**src/rtl/clk1_result_pkg.sv**
```systemverilog
// Shared definitions for the clk_1 result receiver: state encoding, default widths
// and the minimum synchronizer depth.
package clk1_result_pkg;

    localparam logic S_IDLE  = 1'b0;
    localparam logic S_VALID = 1'b1;

    localparam int PKG_MSG_WIDTH       = 60;
    localparam int PKG_CRC_MAX         = 8;
    localparam int PKG_RESULT_WIDTH    = 68;
    localparam int PKG_SYNC_STAGES_MIN = 2;

    typedef enum logic {
        ST_IDLE  = S_IDLE,
        ST_VALID = S_VALID
    } rx_state_e;

endpackage

```
**src/rtl/cdc_sync_bit.sv**
```systemverilog
// N-stage single-bit synchronizer, async active-low reset to 0.
// Shared by the result receiver (req toggle) and the sending side (ack toggle).
module cdc_sync_bit #(
    parameter int pSTAGES = 2
) (
    input  logic clk,
    input  logic rst_n,
    input  logic d,
    output logic q
);

    logic [pSTAGES-1:0] sync_q;
    logic [pSTAGES-1:0] sync_d;

    always_comb begin
        sync_d = {sync_q[pSTAGES-2:0], d};
    end

    always_ff @(posedge clk or negedge rst_n) begin
        if (!rst_n) begin
            sync_q <= '0;
        end else begin
            sync_q <= sync_d;
        end
    end

    assign q = sync_q[pSTAGES-1];

endmodule

```
**src/rtl/clk1_result_receiver.sv**
```systemverilog
// clk_1-side receiver of the toggle-handshake result path, presenting results on valid/ready.
// Optional sticky protocol-error flag when CLK1_RX_PROTO_ERR_EN is defined.
module clk1_result_receiver
    import clk1_result_pkg::*;
#(
    parameter int pRESULT_WIDTH = PKG_RESULT_WIDTH,
    parameter int pSYNC_STAGES  = 2
) (
    input  logic                     clk_1,
    input  logic                     rst_n,
    input  logic                     res_req_toggle,
    input  logic [pRESULT_WIDTH-1:0] res_data,
    output logic                     res_ack_toggle,
    output logic                     out_valid,
    input  logic                     out_ready,
    output logic [pRESULT_WIDTH-1:0] out_data,
    output logic                     busy
`ifdef CLK1_RX_PROTO_ERR_EN
    ,
    output logic                     proto_err
`endif
);

    logic req_sync;

    cdc_sync_bit #(
        .pSTAGES(pSYNC_STAGES)
    ) u_req_sync (
        .clk   (clk_1),
        .rst_n (rst_n),
        .d     (res_req_toggle),
        .q     (req_sync)
    );

    rx_state_e                state_q, state_d;
    logic                     req_seen_q, req_seen_d;
    logic                     ack_q, ack_d;
    logic                     out_valid_q, out_valid_d;
    logic [pRESULT_WIDTH-1:0] out_data_q, out_data_d;
    logic                     req_event;

    // Toggle edges seen while VALID are left pending; req_seen only moves on capture.
    assign req_event = (req_sync != req_seen_q) && (state_q == ST_IDLE);

    always_comb begin
        state_d     = state_q;
        req_seen_d  = req_seen_q;
        ack_d       = ack_q;
        out_valid_d = out_valid_q;
        out_data_d  = out_data_q;
        case (state_q)
            ST_IDLE: begin
                if (req_event) begin
                    out_data_d  = res_data;
                    req_seen_d  = req_sync;
                    out_valid_d = 1'b1;
                    state_d     = ST_VALID;
                end
            end
            ST_VALID: begin
                if (out_valid_q && out_ready) begin
                    out_valid_d = 1'b0;
                    ack_d       = ~ack_q;
                    state_d     = ST_IDLE;
                end
            end
            default: state_d = ST_IDLE;
        endcase
    end

    always_ff @(posedge clk_1 or negedge rst_n) begin
        if (!rst_n) begin
            state_q     <= ST_IDLE;
            req_seen_q  <= 1'b0;
            ack_q       <= 1'b0;
            out_valid_q <= 1'b0;
            out_data_q  <= '0;
        end else begin
            state_q     <= state_d;
            req_seen_q  <= req_seen_d;
            ack_q       <= ack_d;
            out_valid_q <= out_valid_d;
            out_data_q  <= out_data_d;
        end
    end

    assign res_ack_toggle = ack_q;
    assign out_valid      = out_valid_q;
    assign out_data       = out_data_q;
    assign busy           = (state_q == ST_VALID);

`ifdef CLK1_RX_PROTO_ERR_EN
    logic req_sync_prev_q;
    logic proto_err_q, proto_err_d;

    always_comb begin
        proto_err_d = proto_err_q | ((state_q == ST_VALID) && (req_sync != req_sync_prev_q));
    end

    always_ff @(posedge clk_1 or negedge rst_n) begin
        if (!rst_n) begin
            req_sync_prev_q <= 1'b0;
            proto_err_q     <= 1'b0;
        end else begin
            req_sync_prev_q <= req_sync;
            proto_err_q     <= proto_err_d;
        end
    end

    assign proto_err = proto_err_q;
`endif

endmodule

```
**config.mk**
```make
export PLATFORM = sky130hd
export DESIGN_NAME = clk1_result_receiver
export DESIGN_NICKNAME = d
export VERILOG_FILES = /design/src/rtl/clk1_result_pkg.sv /design/src/rtl/cdc_sync_bit.sv /design/src/rtl/clk1_result_receiver.sv
export SDC_FILE = /design/constraint.sdc
export NUM_CORES = 1
export LEC_CHECK = 0
export CAP_MARGIN = 15
export CELL_PAD_IN_SITES_DETAIL_PLACEMENT = 0
export CELL_PAD_IN_SITES_GLOBAL_PLACEMENT = 2
export CORE_MARGIN = 4
export CORE_UTILIZATION = 24
export CTS_BUF_LIST = sky130_fd_sc_hd__clkbuf_8
export DETAILED_ROUTE_END_ITERATION = 10
export PLACE_DENSITY = 0.83
export SETUP_SLACK_MARGIN = 0.2
export SLEW_MARGIN = 10
export SYNTH_ARGS = -nofsm -noshare
export SYNTH_HDL_FRONTEND = slang
export SYNTH_SLANG_ARGS = --single-unit
```
**constraint.sdc**
```tcl
create_clock -name clk_1 -period 1.4 [get_ports clk_1]
set_input_delay 0.14 -clock clk_1 [delete_from_list [all_inputs] [get_ports clk_1]]
set_output_delay 0.14 -clock clk_1 [all_outputs]
set_load 0.02 [all_outputs]
```
==> summary by stage <==
STA
Static timing analysis puts the maximum clock frequency at 639 MHz. The pin slew with the least headroom to its limit is 0.401 ns. Setup repair after global routing could not meet its margin everywhere. Setup violations remaining at the end of the flow were counted as 68. The final number of hold-violating endpoints is 0. In this run the tightest slew margin relative to its limit is 73.3%.

The worst path uses 112% of the clock period. The largest clock skew in the final design is 0.00703 ns. The clock period minus final worst setup slack is 1.57 ns. The final worst slack is -0.166 ns.

The count of pins over their slew limit came to 0. The post-route worst hold slack is 0.262 ns.

Power
IR analysis of the VDD net gives a maximum drop of 0.967 mV. The overall power is 11.5 mW. In this run the static leakage power is 2.21 nW. The total power divided by cell area is 2380 nW/µm².

Finish
Counting the fill cells in the layout gives 1089. The area growth from synthesis to layout is 69.1%. Cells with a size suffix above 1 make up 52.0% of the layout. After the last flow step, the layout net total stands at 395. The number of antenna diodes in the final layout is 0.

Min path
The startpoint of the lowest-slack hold path is res_req_toggle. The number of instances on the worst hold path is 1. The worst min-delay path class is in2reg. The end point of the most critical hold path is u_req_sync.sync_q[0].

Setup path
The start of the worst register-to-register path is req_seen_q. The worst setup slack for register-to-register paths is -0.17 ns. The signal arrival time at the worst endpoint is 1.80 ns.

The reg-to-reg critical path endpoint is out_data[45]. The worst setup path is captured at a flip-flop. The category of the most critical setup path is reg2reg.

STA classifies the critical path startpoint as a flip-flop. The number of cells on the worst reg-to-reg path is 5. Walking the worst path, the cells encountered are xor2_1 -> nor2b_4 -> buf_6 -> buf_16 -> mux2_4. In this design, the stage delay of the slowest critical-path cell is 0.39 ns. Of all nets on the critical path, the largest fanout is 12. The data required time of the worst path is 1.63 ns. The library cell contributing the largest single delay on the critical path is sky130_fd_sc_hd__dfrtp_1.

Global route
In the global route stage, met1 resource usage came out at 13.0%. The number of global-route vias before repair is 2195. The global-route wire length before repair is 11300 µm.

The peak-usage layer in the global routing report is met2. Global routing used 10.7% of the available tracks across all layers. The initial antenna violation count is 0. Global routing consumed, on the met2 layer, 17.4% of the routing resources. The largest net degree at the start of global routing is 75.

The total global routing overflow is 0. In the global route stage, met3 resource usage came out at 4.73%.

Synth
The net count after synthesis is 231. Among all cell types in the netlist, the one instantiated most often is sky130_fd_sc_hd__dfrtp_1. The dominant synthesized flop cell is sky130_fd_sc_hd__dfrtp_1.

Sequential elements use 64.7% of the synthesized area. After synthesis the netlist holds a flip-flop and latch count of 74. Each instance of the synthesized netlist takes up on average 18.0 µm².

The number of enable-type register cells in the synthesized netlist is 0. The distinct cell type count of the synthesized netlist is 14. In the post-synthesis netlist, the biggest area contributors are sky130_fd_sc_hd__dfrtp_1 (65%), sky130_fd_sc_hd__mux2_2 (19%), sky130_fd_sc_hd__mux2_4 (10%). The fraction of registers with async set/reset is 100%. During synthesis, Yosys emitted a total of 0 warnings.

By count the netlist is led by sky130_fd_sc_hd__dfrtp_1 (74), sky130_fd_sc_hd__mux2_2 (49), sky130_fd_sc_hd__mux2_4 (20), sky130_fd_sc_hd__buf_4 (4), sky130_fd_sc_hd__buf_12 (3). The total standard cell area after synthesis is 2860 µm². The cell type with the highest aggregate area in the netlist is sky130_fd_sc_hd__dfrtp_1.

After synthesis, the largest area contributor takes up 64.7% of total cell area. Synthesis handed over a netlist of 159 instances.

Place
The post-DP HPWL is 4820 µm. The final RePlAce weighted congestion is 0.679. The worst slack at placement is -0.219 ns. The count of buffers inserted at the top-level ports is 142.

Clocking
The insertion delay to the later sink of the worst-skew pair is 0.34 ns. In this run the number of H-tree levels came out at 3. After clock tree synthesis, the clock-pin slew on the worst setup and hold paths is 0.08 ns. The maximum root-to-sink buffer count is 2. The TritonCTS clock tree is done. For this design, the sink count on the clock tree is 74. The clock buffer count from CTS is 9. The cell at the root of the clock tree is sky130_fd_sc_hd__clkbuf_8.

Floorplanning
The placeable core area is 11600 µm². The chip height is 117 µm. The initialized floorplan defines 39 standard-cell rows. For this design the top-level I/O count stands at 143.

The starting density of the core is 24.8%. The floorplan step defined a die boundary enclosing 13700 µm². In this run the horizontal extent of the chip is 117 µm.

Route
After the first detailed-routing iteration, the DRC count stood at 58. Dividing the detail-routed via count by the number of cells gives 4.21. The number of nets with antenna violations after detailed routing is 0. The number of search-and-repair iterations in the first detailed-routing pass is 4. The final route contains 1978 vias. Dividing the detail-routed wire length by the instance count gives 16.9 µm. The number of DRC violations after detailed routing is 0. The sum of routed wire length over all layers is 7970 µm.

Flow run
The count of maximum capacitance violations is 0.

Status
The flow ran to the end, but the final reports show violations. The final reports fail on setup timing.
-- logic make-up (layout without fill, tap and decap cells) --
group / count (synthesis) / count (layout) / synth area share [%]
buf+inv: 9 / 177 / 3.67
flops: 74 / 74 / 64.7
compound gates: 2 / 2 / 0.481
mux: 69 / 69 / 29.8
simple gates: 3 / 3 / 0.786
xor+xnor: 2 / 2 / 0.612
-- flip-flops by register name, indices dropped and copies added, names as in the netlist --
name and flops:
busy 1, out_data 68, out_valid 1, req_seen_q 1, res_ack_toggle 1, u_req_sync.sync_q 2
-- through the flow --
stage          cell area, µm²  cells  setup TNS [ns]  util (%)
6_report                 4840    470           -9.76      41.8
5_1_grt                  4840    470          -13.43      41.8
4_1_cts                  4850    465           -9.18      41.9
3_5_place_dp             4430    441          -11.71      38.3
3_3_place_gp             4430    441           -8.61      38.3
2_1_floorplan            2860    159           -5.57         -
-- worst max-delay path, delay by kind of cell (launching register included) --
kind / cells / cell delay (ns)
xor+xnor: 1 / 0.19
simple gates: 1 / 0.23
flops: 1 / 0.39
mux: 1 / 0.31
buf+inv: 2 / 0.33
-- worst max-delay path by stage --
stage | start | to | slack, ns | cells after the start
floorplan | req_seen_q | out_data[36] | -0.13 | 6
CTS | u_req_sync.sync_q[1] | out_data[3] | -0.16 | 5
finish | req_seen_q | out_data[45] | -0.17 | 5
global placement | req_seen_q | out_data[60] | -0.16 | 4
detailed placement | req_seen_q | out_data[60] | -0.22 | 4
global route | req_seen_q | out_data[44] | -0.22 | 5
-- layer usage --
layer  wire, µm  up-vias
li1           -      887
met1       3420      986
met2       3660       97
met3        804        8
met4         79        0
met5          0        -
-- timing repair --
item                                   in CTS  in global routing
endpoints found under the hold margin      74                  0
hold buffers                                1                  0
pin swaps                                   1                  1
gates resized for setup                   173                 95
setup endpoints to repair                 139                121
cloned                                      3                  4
setup buffers                               5                  1
-- cell type report --
cell class              instances  area (µm²)  share of cell area (%)
flip-flops and latches         74        1850                    38.3
multi-input cells              76        1090                    22.4
well taps                     143         179                    3.70
repair buffers                161        1490                    30.9
clock buffers                  11         151                    3.13
clock inverters                 4        73.8                    1.53
inverters                       1        3.75                  0.0776
-- report_power, final --
group	leakage, nW	internal [mW]	switching [mW]
sequential	0.876	3.22	0.602
clock	0.116	1.10	0.802
combinational	1.22	3.14	2.64
total	2.21	7.45	4.04
-- layout by cell type, fill, tap and decap left out, drive strengths merged --
cell	n
buf	18
mux2	69
o21a	1
o22ai	1
dfrtp	74
nor2b	1
clkdlybuf4s15	18
inv	2
xor2	1
clkbuf	65
nor2	1
bufinv	2
nand3	1
clkdlybuf4s50	70
clkinv	1
dlygate4sd3	1
xnor2	1
Note: power is estimated with default switching activity, not from simulation.
